### config.mk
export PLATFORM = sky130hd
export DESIGN_NAME = fetch_queue_flat
export DESIGN_NICKNAME = d
export VERILOG_FILES = /design/src/rtl/fetch_queue_pkg.sv /design/src/rtl/fetch_queue_if.sv /design/src/rtl/sync_fifo.sv /design/src/rtl/fetch_queue.sv /design/src/flat_wrapper.sv
export SDC_FILE = /design/constraint.sdc
export NUM_CORES = 1
export LEC_CHECK = 0
export BUFFER_PORTS_ARGS = -buffer_cell sky130_fd_sc_hd__buf_2
export CAP_MARGIN = 10
export CORE_UTILIZATION = 53
export CTS_CLUSTER_DIAMETER = 120
export CTS_CLUSTER_SIZE = 14
export DETAILED_ROUTE_END_ITERATION = 7
export GPL_TIMING_DRIVEN = 0
export PLACE_DENSITY = 0.79
export SYNTH_ARGS = -nofsm -noshare
export SYNTH_HDL_FRONTEND = slang
export SYNTH_SLANG_ARGS = --single-unit
### constraint.sdc
create_clock -name clk_i -period 3.75 [get_ports clk_i]
set_input_delay 0.1875 -clock clk_i [delete_from_list [all_inputs] [get_ports clk_i]]
set_output_delay 0.1875 -clock clk_i [all_outputs]
set_load 0.1 [all_outputs]
### src/rtl/fetch_queue_pkg.sv
`default_nettype none
// ============================================================================
// Module      : fetch_pkg
// Description : Shared types and constants for the instruction fetch front
//               end (queue entry layout, default depth, address helper).
// Revision    : 1.0 - initial release
// ============================================================================
package fetch_pkg;

  // One buffered fetch: the word and the address it came from
  typedef struct packed {
    logic [31:0] pc;
    logic [31:0] inst;
  } fetch_entry_t;

  localparam logic [31:0] NOP_INST         = 32'h0000_0013;
  localparam int          FQ_DEPTH_DEFAULT = 4;

  // Instruction fetches are always word aligned
  function automatic logic [31:0] word_align(input logic [31:0] addr);
    return {addr[31:2], 2'b00};
  endfunction

endpackage
`default_nettype wire

### src/rtl/fetch_queue_if.sv
`default_nettype none
// ============================================================================
// Module      : fetch_queue_if
// Description : Control, instruction-memory and IF/ID handshake signals of
//               the fetch front end. master = fetch_queue, slave = its
//               environment (ID stage plus instruction memory).
// Revision    : 1.0 - initial release
// ============================================================================
interface fetch_queue_if;
  logic        start_i;
  logic        redirect_i;
  logic [31:0] redirect_pc_i;
  logic        imem_req_o;
  logic [31:0] imem_addr_o;
  logic        imem_gnt_i;
  logic        imem_rvalid_i;
  logic [31:0] imem_rdata_i;
  logic        inst_valid_o;
  logic [31:0] inst_o;
  logic [31:0] pc_o;
  logic        inst_ready_i;

  modport master (
    input  start_i, redirect_i, redirect_pc_i,
    input  imem_gnt_i, imem_rvalid_i, imem_rdata_i, inst_ready_i,
    output imem_req_o, imem_addr_o, inst_valid_o, inst_o, pc_o
  );

  modport slave (
    output start_i, redirect_i, redirect_pc_i,
    output imem_gnt_i, imem_rvalid_i, imem_rdata_i, inst_ready_i,
    input  imem_req_o, imem_addr_o, inst_valid_o, inst_o, pc_o
  );
endinterface
`default_nettype wire

### src/rtl/sync_fifo.sv
`default_nettype none
// ============================================================================
// Module      : sync_fifo
// Description : Small synchronous FIFO with push/pop/clear, occupancy count
//               and a head output read straight from storage. DEPTH must be
//               a power of two so the pointers wrap naturally. The caller
//               never pushes when full nor pops when empty.
// Revision    : 1.0 - initial release
// ============================================================================
module sync_fifo #(
  parameter int  DEPTH = 4,
  parameter type T     = logic [63:0]
) (
  input  logic                       clk,
  input  logic                       rst,
  input  logic                       i_push,
  input  T                           i_push_data,
  input  logic                       i_pop,
  input  logic                       i_clear,
  output logic [$clog2(DEPTH+1)-1:0] o_count,
  output T                           o_head
);
  localparam int AW = $clog2(DEPTH);
  localparam int CW = $clog2(DEPTH+1);

  T              r_mem [DEPTH];
  logic [AW-1:0] r_rd_ptr;
  logic [AW-1:0] r_wr_ptr;
  logic [CW-1:0] r_count;

  // Storage; zeroed on reset so the head reads 0 while empty after reset
  always_ff @(posedge clk) begin
    if (rst) begin
      for (int i = 0; i < DEPTH; i++) r_mem[i] <= '0;
    end else if (i_push && !i_clear) begin
      r_mem[r_wr_ptr] <= i_push_data;
    end
  end

  // Pointers and occupancy; clear drops every entry at once
  always_ff @(posedge clk) begin
    if (rst || i_clear) begin
      r_rd_ptr <= '0;
      r_wr_ptr <= '0;
      r_count  <= '0;
    end else begin
      if (i_push) r_wr_ptr <= r_wr_ptr + AW'(1);
      if (i_pop)  r_rd_ptr <= r_rd_ptr + AW'(1);
      r_count <= r_count + CW'(i_push) - CW'(i_pop);
    end
  end

  assign o_count = r_count;
  assign o_head  = r_mem[r_rd_ptr];

endmodule
`default_nettype wire

### src/rtl/fetch_queue.sv
`default_nettype none
// ============================================================================
// Module      : fetch_queue
// Description : Instruction fetch front end. Owns the fetch PC, issues word
//               requests over req/gnt/rvalid, buffers returned words with
//               their PCs and feeds the IF/ID buffer. A redirect flushes the
//               queue and marks all in-flight fetches for discard.
//               Optional feature: FETCH_QUEUE_BYPASS_EN - a response arriving
//               at an empty queue is presented combinationally the same cycle.
// Revision    : 1.0 - initial release
// ============================================================================
module fetch_queue
  import fetch_pkg::*;
#(
  parameter int          DEPTH    = FQ_DEPTH_DEFAULT,
  parameter logic [31:0] RESET_PC = 32'h0000_0000
) (
  input  logic          clk_i,
  input  logic          rst_i,
  fetch_queue_if.master bus
);
  localparam int CW = $clog2(DEPTH+1);
  localparam int SW = CW + 2;

  // r_outst counts only live requests (issued since the last redirect);
  // requests made stale by a redirect are tracked in r_disc instead.
  logic [31:0]   r_fetch_pc;
  logic [CW-1:0] r_outst;
  logic [CW-1:0] r_disc;

  logic [CW-1:0] w_count;
  fetch_entry_t  w_head;
  fetch_entry_t  w_push_data;
  logic [SW-1:0] w_inflight;
  logic [31:0]   w_oldest_pc;
  logic          w_req;
  logic          w_fire;
  logic          w_resp_live;
  logic          w_push;
  logic          w_pop;

  // Credit: queued words plus every in-flight request must fit in DEPTH
  assign w_inflight  = SW'(w_count) + SW'(r_outst) + SW'(r_disc);
  assign w_req       = bus.start_i & ~bus.redirect_i & (w_inflight < SW'(DEPTH));
  assign w_fire      = w_req & bus.imem_gnt_i;
  assign w_resp_live = bus.imem_rvalid_i & (r_disc == '0);

  // Live requests are consecutive words ending just below fetch_pc
  assign w_oldest_pc = r_fetch_pc - (32'(r_outst) << 2);
  assign w_push_data = '{pc: w_oldest_pc, inst: bus.imem_rdata_i};
  assign w_pop       = (w_count != '0) & bus.inst_ready_i & ~bus.redirect_i;

`ifdef FETCH_QUEUE_BYPASS_EN
  logic w_bypass;
  assign w_bypass         = (w_count == '0) & w_resp_live & ~bus.redirect_i;
  assign w_push           = w_resp_live & ~bus.redirect_i & ~(w_bypass & bus.inst_ready_i);
  assign bus.inst_valid_o = (w_count != '0) | w_bypass;
  assign bus.inst_o       = w_bypass ? bus.imem_rdata_i : w_head.inst;
  assign bus.pc_o         = w_bypass ? w_oldest_pc      : w_head.pc;
`else
  assign w_push           = w_resp_live & ~bus.redirect_i;
  assign bus.inst_valid_o = (w_count != '0);
  assign bus.inst_o       = w_head.inst;
  assign bus.pc_o         = w_head.pc;
`endif

  assign bus.imem_req_o  = w_req;
  assign bus.imem_addr_o = r_fetch_pc;

  // Fetch PC plus live/discard request bookkeeping; redirect wins over all
  always_ff @(posedge clk_i) begin
    if (rst_i) begin
      r_fetch_pc <= RESET_PC;
      r_outst    <= '0;
      r_disc     <= '0;
    end else if (bus.redirect_i) begin
      r_fetch_pc <= word_align(bus.redirect_pc_i);
      r_outst    <= '0;
      r_disc     <= r_disc + r_outst - CW'(bus.imem_rvalid_i);
    end else begin
      if (w_fire) r_fetch_pc <= r_fetch_pc + 32'd4;
      r_outst <= r_outst + CW'(w_fire) - CW'(w_resp_live);
      r_disc  <= r_disc - CW'(bus.imem_rvalid_i & (r_disc != '0));
    end
  end

  sync_fifo #(
    .DEPTH (DEPTH),
    .T     (fetch_entry_t)
  ) u_queue (
    .clk         (clk_i),
    .rst         (rst_i),
    .i_push      (w_push),
    .i_push_data (w_push_data),
    .i_pop       (w_pop),
    .i_clear     (bus.redirect_i),
    .o_count     (w_count),
    .o_head      (w_head)
  );

endmodule
`default_nettype wire

### src/flat_wrapper.sv
// flat-port wrapper written by rule: the top's interface ports become plain ports
module fetch_queue_flat import fetch_pkg::*;
#(
  parameter int          DEPTH    = FQ_DEPTH_DEFAULT,
  parameter logic [31:0] RESET_PC = 32'h0000_0000
)
  (clk_i, rst_i, bus_start_i, bus_redirect_i, bus_redirect_pc_i, bus_imem_gnt_i, bus_imem_rvalid_i, bus_imem_rdata_i, bus_inst_ready_i, bus_imem_req_o, bus_imem_addr_o, bus_inst_valid_o, bus_inst_o, bus_pc_o);
  fetch_queue_if bus_i ();
  input  logic clk_i;
  input  logic rst_i;
  input wire logic [$bits(bus_i.start_i)-1:0] bus_start_i;
  input wire logic [$bits(bus_i.redirect_i)-1:0] bus_redirect_i;
  input wire logic [$bits(bus_i.redirect_pc_i)-1:0] bus_redirect_pc_i;
  input wire logic [$bits(bus_i.imem_gnt_i)-1:0] bus_imem_gnt_i;
  input wire logic [$bits(bus_i.imem_rvalid_i)-1:0] bus_imem_rvalid_i;
  input wire logic [$bits(bus_i.imem_rdata_i)-1:0] bus_imem_rdata_i;
  input wire logic [$bits(bus_i.inst_ready_i)-1:0] bus_inst_ready_i;
  output wire logic [$bits(bus_i.imem_req_o)-1:0] bus_imem_req_o;
  output wire logic [$bits(bus_i.imem_addr_o)-1:0] bus_imem_addr_o;
  output wire logic [$bits(bus_i.inst_valid_o)-1:0] bus_inst_valid_o;
  output wire logic [$bits(bus_i.inst_o)-1:0] bus_inst_o;
  output wire logic [$bits(bus_i.pc_o)-1:0] bus_pc_o;
  assign bus_i.start_i = bus_start_i;
  assign bus_i.redirect_i = bus_redirect_i;
  assign bus_i.redirect_pc_i = bus_redirect_pc_i;
  assign bus_i.imem_gnt_i = bus_imem_gnt_i;
  assign bus_i.imem_rvalid_i = bus_imem_rvalid_i;
  assign bus_i.imem_rdata_i = bus_imem_rdata_i;
  assign bus_i.inst_ready_i = bus_inst_ready_i;
  assign bus_imem_req_o = bus_i.imem_req_o;
  assign bus_imem_addr_o = bus_i.imem_addr_o;
  assign bus_inst_valid_o = bus_i.inst_valid_o;
  assign bus_inst_o = bus_i.inst_o;
  assign bus_pc_o = bus_i.pc_o;
  fetch_queue #(.DEPTH(DEPTH), .RESET_PC(RESET_PC)) u_core (.clk_i(clk_i), .rst_i(rst_i), .bus(bus_i));
endmodule
==> qor.txt, run 1 <==
Status = completed
Final Hold Fails = 0
Share of layout cells above drive strength 1 = 20.72%
Finish-stage setup viols = 0
EDFF count, synth = 248
Die Y = 162.7 um
Synth cell count leaders = 248 x edfxtp_1, 226 x nor2_1, 79 x nand2_1
Synth area leaders = edfxtp_1 54%, mux4_2 10%, dfxtp_1 6.6%
Final worst slack = 0.3636 ns
IO Port Bufs = 162
Cell variety after synth = 65
Largest net degree at the start of global routing = 59
Drt first pass iters = 5
Routed Antenna Nets = 0
Met2 usage = 45.67%
Leak Pwr = 5.994 nW
Worst-Margin Slew = 0.9305 ns
Clock Path Buffers = 3
Max-Cap Viols = 0
Met1 Use GR = 36.10%
CP arrival = 3.80 ns
WL/cell = 20.72 um
Routed WL = 34,650 um
Fillers = 1,934
Peak fanout along the critical path = 20
Final weighted congestion in routability-driven placement = 0.9181
Global-route wire length before repair = 53,750 um
Clk slew on worst S/H paths = 0.07 ns
CORE AREA = 25,250 um2
Worst skew pair latency = 0.53 ns
CP startpoint kind = flop
Largest area contributor in the netlist = edfxtp_1
Power density over the cells = 485.3 nW/um2
Crit end category = flop
Reg2Reg Setup Slack = 0.36 ns
Peak Freq = 0.2953 GHz
Die area = 26,480 um2
Synth Instances = 1,099
TritonCTS clock tree = done
DR vias/cell = 5.891
Max Clock Skew = 0.01567 ns
Die Width = 162.7 um
Crit Path Class = flop to flop
Antenna violations before repair = 0
Fin crit period = 3.386 ns
Htree depth = 1
GRT busiest layer = met2
Io pins = 169
Vias in the first global route = 9,776
CTS Sinks = 293
Synth Register Bits = 293
Number of buffers created by CTS = 24
Final nets = 1,418
GRT Overall Usage = 26.71%
Asr flop ratio synth = 0%
Post-Layout Cell Count = 1,672
Worst min path class = primary input to flop
RSZ-0062 raised after global routing = false
Most used DFF post-synth = edfxtp_1
Mean Syn Cell Area = 12.46 um2
Area Growth Syn to Fin = 17.52%
Gr ovfl total = 0
CTS root buffer = clkbuf_16
Dpl ws = -0.5508 ns
Starting Density = 54.21%
Most common cell in the netlist = edfxtp_1
Yosys warns = 0
Rel. slew slack = 37.97%
Slew Viols, Final = 0
Initial DRC Count = 1,036
Drc violations = 0
CP required = 4.16 ns
Synthesized area = 13,690 um2
Sequential share of the synthesized area = 60.98%
Yosys top cell area share = 54.40%
Worst ir drop on vdd = 0.3513 mV
Placed cell count = 1,598
Grt met3 use = 3.259%
Rows = 58
Vias = 9,849
Tcrit/Tclk final = 90.30%
DP HPWL = 22,990 um
Antenna diodes = 0
final cells by class:
type,count,area [um2],area share [%]
plain buffers,77,315.3,1.960
clock buffers,44,696.9,4.332
inverters,59,224.0,1.392
multi-input cells,671,4850,30.14
flip-flops and latches,293,8348,51.89
well taps,330,412.9,2.567
repair buffers,198,1241,7.715
cells in the final DEF, fill, tap and decap left out, types with 15 or more instances in the layout:
cell type and n:
inv_1 58, clkbuf_1 78, nand2_1 78, buf_2 164, mux4_2 62, nor3_1 17
nand3_1 15, edfxtp_1 248, nor2_1 226, a21oi_1 37, dlygate4sd3_1 32, ha_1 18
dfxtp_1 45, clkbuf_16 25, xnor2_1 23
routing by layer:
metal,share of wire [%],up-vias,wire (um)
met1,40,4818,13810
met4,2.4,0,829
met5,0,-,0
met3,8.3,68,2868
met2,49,515,17140
li1,-,4448,-
kinds of logic (layout without fill, tap and decap cells):
logic type | count (synthesis) | after routing | share of synthesized area [%]
XOR/XNOR | 37 | 37 | 2.367
flip-flops | 293 | 293 | 60.98
buffers and inverters | 138 | 378 | 3.976
AO/OA/AOI/OAI | 103 | 103 | 4.817
AND/OR/NAND/NOR | 440 | 440 | 15.11
other | 1 | 4 | 0.02739
adder cells (fa/ha/maj) | 23 | 23 | 2.376
multiplexers | 64 | 64 | 10.35
sequential cells by signal, summed over array words and instances, names as in the netlist, named ones only:
name and cells:
u_core.u_queue.r_mem 248, u_core.bus.imem_addr_o 30, u_core.u_queue.r_rd_ptr 2, u_core.u_queue.r_wr_ptr 2
u_core.u_queue.o_count 3, u_core.r_outst 3, u_core.r_disc 3
where the power goes:
| group | internal (mW) | leakage (nW) | switching (mW) |
|---|---|---|---|
| combinational | 0.419 | 2.73 | 1.22 |
| sequential | 3.71 | 2.93 | 0.0980 |
| clock | 1.25 | 0.331 | 1.12 |
timing repair:
item,4_1_cts,5_1_grt
hold buffers,32,0
setup endpoints to repair,7,2
setup buffers,0,0
resized for setup,3,3
pin swaps,0,1
hold endpoints to repair,32,0
final timing paths:
kind / startpoint / endpoint / cells past startpoint
hold / removal: bus_imem_rdata_i[14] / u_core.u_queue.r_mem[3][14] / 3
setup / recovery: u_core.r_outst[0] / u_core.r_outst[1] / 11
setup reg to reg: u_core.r_outst[0] / u_core.r_outst[1] / 11
hold reg to reg: u_core.bus.imem_addr_o[2] / u_core.bus.imem_addr_o[2] / 2
worst max-delay path, cell delays in order, from the launching register on:
cell	delay (ns)
dfxtp_1	0.36
ha_1	0.22
fa_1	0.38
xor2_1	0.16
ha_1	0.29
nor4_2	0.31
o2111a_2	0.32
nand2_2	0.20
inv_4	0.26
ha_1	0.21
fa_1	0.41
and2_1	0.14
stage by stage:
step | power, mW | TNS, ns | hold WS, ns | utilization [%] | area, um2
floorplan | 5.078 | 0 | 0.3464 | - | 13700
global placement | 5.425 | -145.42 | 0.4513 | 59.10 | 14920
detailed placement | 5.466 | -1.420 | 0.4531 | 59.66 | 15070
CTS | 7.804 | 0 | 0.0005648 | 63.68 | 16080
global route | 8.043 | 0 | 0.02743 | 63.70 | 16090
finish | 7.807 | 0 | 0.006080 | 63.70 | 16090
Note: power is estimated with default switching activity, not from simulation.
==> run 2, diff against run 1 <==
- ABC_AREA: default -> 1
- PLACE_DENSITY: 0.79 -> 0.78
==> qor.txt, run 2 <==
Peak Freq = 0.3136 GHz (+6.2%)
DR vias/cell = 5.643 (-4.2%)
Fin Hold WS = 0.01206 ns (+0.005984 ns)
Synth Instances = 1,638 (+49%)
Most common cell in the netlist = nor2_1
Peak fanout along the critical path = 10 (-50%)
Worst r2r path cells = 15 (+4)
Drt first pass iters = 6 (+1)
Area post-placement = 16,040 um2 (+6.5%)
Worst min path class = primary input to flop
CTS root buffer = clkbuf_16
Reg with most FFs = u_core.u_queue.r_mem
Final nets = 1,962 (+38%)
EDFF count, synth = 248 (unchanged)
Worst ir drop on vdd = 0.3069 mV (-13%)
Drc violations = 0 (unchanged)
Worst path depth = 6 (-5)
Starting Density = 54.13% (-0.077 points)
Clock Path Buffers = 3 (unchanged)
Number of buffers created by CTS = 24 (unchanged)
CORE AREA = 27,030 um2 (+7.0%)
Status = completed
Worst-Margin Slew = 1.022 ns (+0.09170 ns)
Max-Cap Viols = 0 (unchanged)
GRT Overall Usage = 28.74% (+2.0 points)
Tcrit/Tclk final = 85.02% (-5.3 points)
Io pins = 169 (unchanged)
Sequential share of the synthesized area = 57.06% (-3.9 points)
Placed cell count = 2,149 (+34%)
Largest area contributor in the netlist = edfxtp_1
Initial DRC Count = 1,559 (+50%)
Crit Path Class = flop to output pin
Post-Layout Cell Count = 2,227 (+33%)
Leak Pwr = 7.040 nW (+17%)
Register area = 8348 um2 (unchanged)
Antenna diodes = 0 (unchanged)
DP HPWL = 27,850 um (+21%)
Tot Pwr = 7.638 mW (-2.2%)
CP startpoint kind = flop
Most common cell after layout, fill and taps aside = nor2_1
Max FFs per register = 248 (unchanged)
Htree depth = 1 (unchanged)
Die Y = 168.1 um (+3.3%)
Rows = 60 (+3.4%)
Top delay family on crit path = buffers and inverters
Final weighted congestion in routability-driven placement = 0.9292 (+1.2%)
Synth area leaders = edfxtp_1 51%, nor2_1 11%, nand2_1 6.9%
RSZ-0062 raised after global routing = false
Final Hold Fails = 0 (unchanged)
Final Cell Area = 17,080 um2 (+6.2%)
Finish-stage setup viols = 0 (unchanged)
Rel. slew slack = 31.85% (-6.1 points)
CTS hold repair buffers = 34 (+6.3%)
Asr flop ratio synth = 0% (unchanged)
Clk slew on worst S/H paths = 0.07 ns (about the same)
IO Port Bufs = 161 (-0.62%)
Most frequent cells in the layout = 422 x nor2_1, 266 x nand2_1, 248 x edfxtp_1
Power density over the cells = 447.2 nW/um2 (-7.8%)
Die area = 28,270 um2 (+6.8%)
Max Clock Skew = 0.01316 ns (-0.002517 ns)
Vias = 12,566 (+28%)
Yosys top cell area share = 50.91% (-3.5 points)
Synthesized area = 14,630 um2 (+6.9%)
Slew Viols, Final = 0 (unchanged)
Post_cts resized = 0 (-3)
Critical path's slowest cell = clkbuf_1
Most used DFF post-synth = edfxtp_1
CP required = 3.56 ns (-0.60 ns)
Routed WL = 40,930 um (+18%)
Area of the multi-input gates = 5345 um2 (+10%)
Sum Neg Setup Slack = 0 ns (unchanged)
CP Buf/Inv Count = 4 (+3)
Cells on Worst Hold Path = 3 (unchanged)
Routed Antenna Nets = 0 (unchanged)
WL/cell = 18.38 um (-11%)
CTS Sinks = 293 (unchanged)
Area Growth Syn to Fin = 16.75%
Fillers = 2,260 (+17%)
Die Width = 168.1 um (+3.3%)
Crit end category = output pin
Cell variety after synth = 43 (-34%)
Mean Syn Cell Area = 8.931 um2 (-28%)
Share of layout cells above drive strength 1 = 15.54% (-5.2 points)
Antenna violations before repair = 0 (unchanged)
Worst skew pair latency = 0.53 ns (about the same)
Synth Register Bits = 293 (unchanged)
Fin crit period = 3.188 ns (-0.1981 ns)
CP arrival = 3.00 ns (-0.80 ns)
Post CTS Setup Buffer Count = 0 (unchanged)
Largest net degree at the start of global routing = 63 (+6.8%)
Global-route wire length before repair = 63,050 um (+17%)
Gr ovfl total = 0 (unchanged)
Vias in the first global route = 12,023 (+23%)
TritonCTS clock tree = done
Yosys warns = 0 (unchanged)
Ordered list of cells on the worst path = buf_2 > clkbuf_1 > clkbuf_1 > nor2_1 > o22ai_1 > buf_2
Slowest cell delay on critical path = 0.50 ns (+0.09 ns)
Synth cell count leaders = 422 x nor2_1, 269 x nand2_1, 248 x edfxtp_1
==> run 2: cell type report <==
cell class,instances,share of cell area (%)
clock buffers,44,4.081
flip-flops and latches,293,48.88
inverters,129,2.864
well taps,341,2.498
plain buffers,100,2.894
multi-input cells,1119,31.30
repair buffers,201,7.487
==> run 2: power breakdown <==
group	switching [mW]	leakage [nW]	internal (mW)
clock	1.12	0.331	1.25
sequential	0.0813	2.93	3.68
combinational	1.15	3.78	0.354
total	2.35	7.04	5.29
==> run 2: final timing paths <==
| kind | start | endpoint | slack, ns |
|---|---|---|---|
| worst max-delay path | flop | bus_pc_o[11] | 0.56 |
| worst min-delay path | bus_imem_rdata_i[20] | u_core.u_queue.r_mem[3][20] | 0.01 |
| worst max register to register | u_core.r_outst[0] | u_core.r_outst[2] | 0.67 |
| worst min register to register | u_core.u_queue.r_wr_ptr[0] | u_core.u_queue.r_wr_ptr[0] | 0.49 |
==> run 2: metal layers <==
metal | wire length (um) | track usage, % | vias to the layer above
met3 | 3519 | 4.090 | 101
met5 | 0 | 0 | -
met4 | 1430 | 10.79 | 0
met1 | 16140 | 36.34 | 5864
li1 | - | - | 5895
met2 | 19840 | 50.22 | 706
==> run 2: worst reg2reg max path: stages, from the launching register on <==
cell and delay (ns):
dfxtp_1 0.35, ha_1 0.22, fa_1 0.38, xor2_1 0.16
ha_1 0.27, inv_1 0.06, nand2_2 0.06, nor2_4 0.12
nand3_2 0.12, nor2_4 0.24, buf_4 0.26, ha_1 0.19
fa_1 0.18, xnor2_1 0.14, xor2_1 0.16, nor2_1 0.05
==> run 2: cells by family (layout without fill, tap and decap cells) <==
logic type,after synthesis,in the layout,synth area share (%)
other,1,4,0.02563
buffers and inverters,229,474,6.723
flip-flops,293,293,57.06
adder cells (fa/ha/maj),23,23,2.224
AO/OA/AOI/OAI,241,241,8.955
AND/OR/NAND/NOR,828,828,23.58
XOR/XNOR,23,23,1.428
==> run 2: through the flow <==
step | utilization [%] | worst slack [ns]
2_1_floorplan | - | 0.8318
3_3_place_gp | 58.78 | -0.5413
3_5_place_dp | 59.36 | 0.6827
4_1_cts | 63.19 | 0.5786
5_1_grt | 63.19 | 0.4463
6_report | 63.19 | 0.5617
==> run 3, diff against run 2 <==
- GPL_TIMING_DRIVEN: 0 -> default
==> qor.txt, run 3 (synthesis results as in run 2) <==
Worst r2r path cells = 7 (-8)
RSZ-0062 raised after global routing = false
Most frequent cells in the layout = 422 x nor2_1, 266 x nand2_1, 248 x edfxtp_1
Peak Freq = 0.3171 GHz (+1.1%)
Vias in the first global route = 11,512 (-4.3%)
Routed Antenna Nets = 0 (unchanged)
CTS root buffer = clkbuf_16
Worst skew pair latency = 0.53 ns (about the same)
Htree depth = 1 (unchanged)
Clock Path Buffers = 3 (unchanged)
Largest net degree at the start of global routing = 88 (+40%)
DP HPWL = 22,220 um (-20%)
Sum Neg Setup Slack = 0 ns (unchanged)
Final nets = 1,891 (-3.6%)
Rows = 60 (unchanged)
GRT busiest layer = met2
Drt first pass iters = 7 (+1)
Initial DRC Count = 1,220 (-22%)
Peak fanout along the critical path = 87 (+77)
Max Clock Skew = 0.01680 ns (+0.003646 ns)
Die Y = 168.1 um (unchanged)
Global-route wire length before repair = 57,350 um (-9.1%)
Max-Cap Viols = 0 (unchanged)
Number of buffers created by CTS = 24 (unchanged)
Final Hold Fails = 0 (unchanged)
CP arrival = 2.97 ns (-0.03 ns)
Hold_sp = bus_imem_rdata_i[27]
Worst min path class = primary input to flop
Fin crit period = 3.153 ns (-0.03518 ns)
Antenna diodes = 0 (unchanged)
Starting Density = 54.13% (unchanged)
Worst-Margin Slew = 0.9905 ns (-0.03167 ns)
TritonCTS clock tree = done
Cells on Worst Hold Path = 3 (unchanged)
Vias = 11,785 (-6.2%)
Io pins = 169 (unchanged)
CTS Sinks = 293 (unchanged)
Max FFs per register = 248 (unchanged)
Post CTS Setup Buffer Count = 0 (unchanged)
IO Port Bufs = 162 (+0.62%)
Area Growth Syn to Fin = 14.51%
Met1 Use GR = 33.33% (-3.0 points)
Antenna violations before repair = 0 (unchanged)
Most common cell after layout, fill and taps aside = nor2_1
Crit end category = output pin
GRT Overall Usage = 25.58% (-3.2 points)
Fillers = 2,230 (-1.3%)
Gr ovfl total = 0 (unchanged)
Drc violations = 0 (unchanged)
Met2 usage = 45.27% (-4.9 points)
Slew Viols, Final = 0 (unchanged)
Leak Pwr = 6.879 nW (-2.3%)
Crit Path Class = flop to output pin
Grt met3 use = 3.456% (-0.63 points)
CORE AREA = 27,030 um2 (unchanged)
Die area = 28,270 um2 (unchanged)
Tcrit/Tclk final = 84.08% (-0.94 points)
Tot Pwr = 7.479 mW (-2.1%)
Finish-stage setup viols = 0 (unchanged)
Die Width = 168.1 um (unchanged)
Reg with most FFs = u_core.u_queue.r_mem
CP startpoint kind = flop
Rel. slew slack = 33.96% (+2.1 points)
Status = completed
Final weighted congestion in routability-driven placement = 0.8955 (-3.6%)
Power density over the cells = 446.5 nW/um2 (-0.17%)
CP required = 3.56 ns (about the same)
Reg2reg start = u_core.r_disc[1]
Share of layout cells above drive strength 1 = 15.19% (-0.35 points)
Clk slew on worst S/H paths = 0.07 ns (about the same)
WL/cell = 16.86 um (-8.2%)
Worst ir drop on vdd = 0.2843 mV (-7.4%)
DR vias/cell = 5.494 (-2.6%)
Routed WL = 36,170 um (-12%)
[run 3: cell count changes in the layout (fill, tap and decap cells not counted), moves of 4 or more]
cell	change
dlygate4sd3_1	+12
clkbuf_1	-69
buf_6	-6
buf_12	+4
buf_2	-19
buf_4	+4
[run 3: power breakdown]
| group | switching [mW] | leakage (nW) | internal [mW] | total, mW |
|---|---|---|---|---|
| Clock | 1.09 | 0.312 | 1.17 | 2.26 |
| Sequential | 0.107 | 2.93 | 3.68 | 3.79 |
| Combinational | 1.10 | 3.63 | 0.333 | 1.43 |
[run 3: cell type report]
| class | count | area (um2) | share of cell area [%] |
|---|---|---|---|
| Clock buffer | 32 | 630.6 | 3.765 |
| Clock inverter | 1 | 16.27 | 0.09710 |
| Inverter | 129 | 490.5 | 2.928 |
| Multi-Input combinational cell | 1119 | 5335 | 31.85 |
| Sequential cell | 293 | 8353 | 49.87 |
| Tap cell | 341 | 426.7 | 2.547 |
| Timing Repair Buffer | 230 | 1499 | 8.948 |
[run 3: timing repair]
item,in CTS,in global routing
gates resized for setup,0,0
hold buffers,46,0
endpoints found under the hold margin,46,0
[run 3: per-stage QoR]
stage	hold slack, ns	cell area (um2)	cells	utilization, %	setup WS (ns)
after global placement	0.4673	15640	2066	57.88	0.9484
after CTS	0.0008706	16750	2145	61.98	0.6002
final	0.01917	16750	2145	61.98	0.5969
after global routing	0.01409	16750	2145	61.98	0.4219
after detailed placement	0.4692	15640	2066	57.88	0.8668
after floorplan	0.3704	14650	1641	-	0.8318
[run 3: metal layers]
layer,up-vias,routed length [um]
met2,491,17800
met5,-,0
met4,0,706
met3,44,2692
met1,5510,14970
li1,5740,-
[run 3: final timing paths]
| kind | end | slack (ns) |
|---|---|---|
| worst max-delay path | bus_pc_o[22] | 0.60 |
| worst min-delay path | u_core.u_queue.r_mem[3][27] | 0.02 |
| worst max register to register | u_core.u_queue.r_mem[2][60] | 0.93 |
| worst min register to register | u_core.u_queue.r_wr_ptr[1] | 0.50 |
[run 3: worst max-delay path, cell delays in order, from the launching register on]
cell and delay [ns]:
dfxtp_4 0.60, buf_4 0.73, o21ai_0 0.23, o22ai_1 0.32
buf_2 0.49
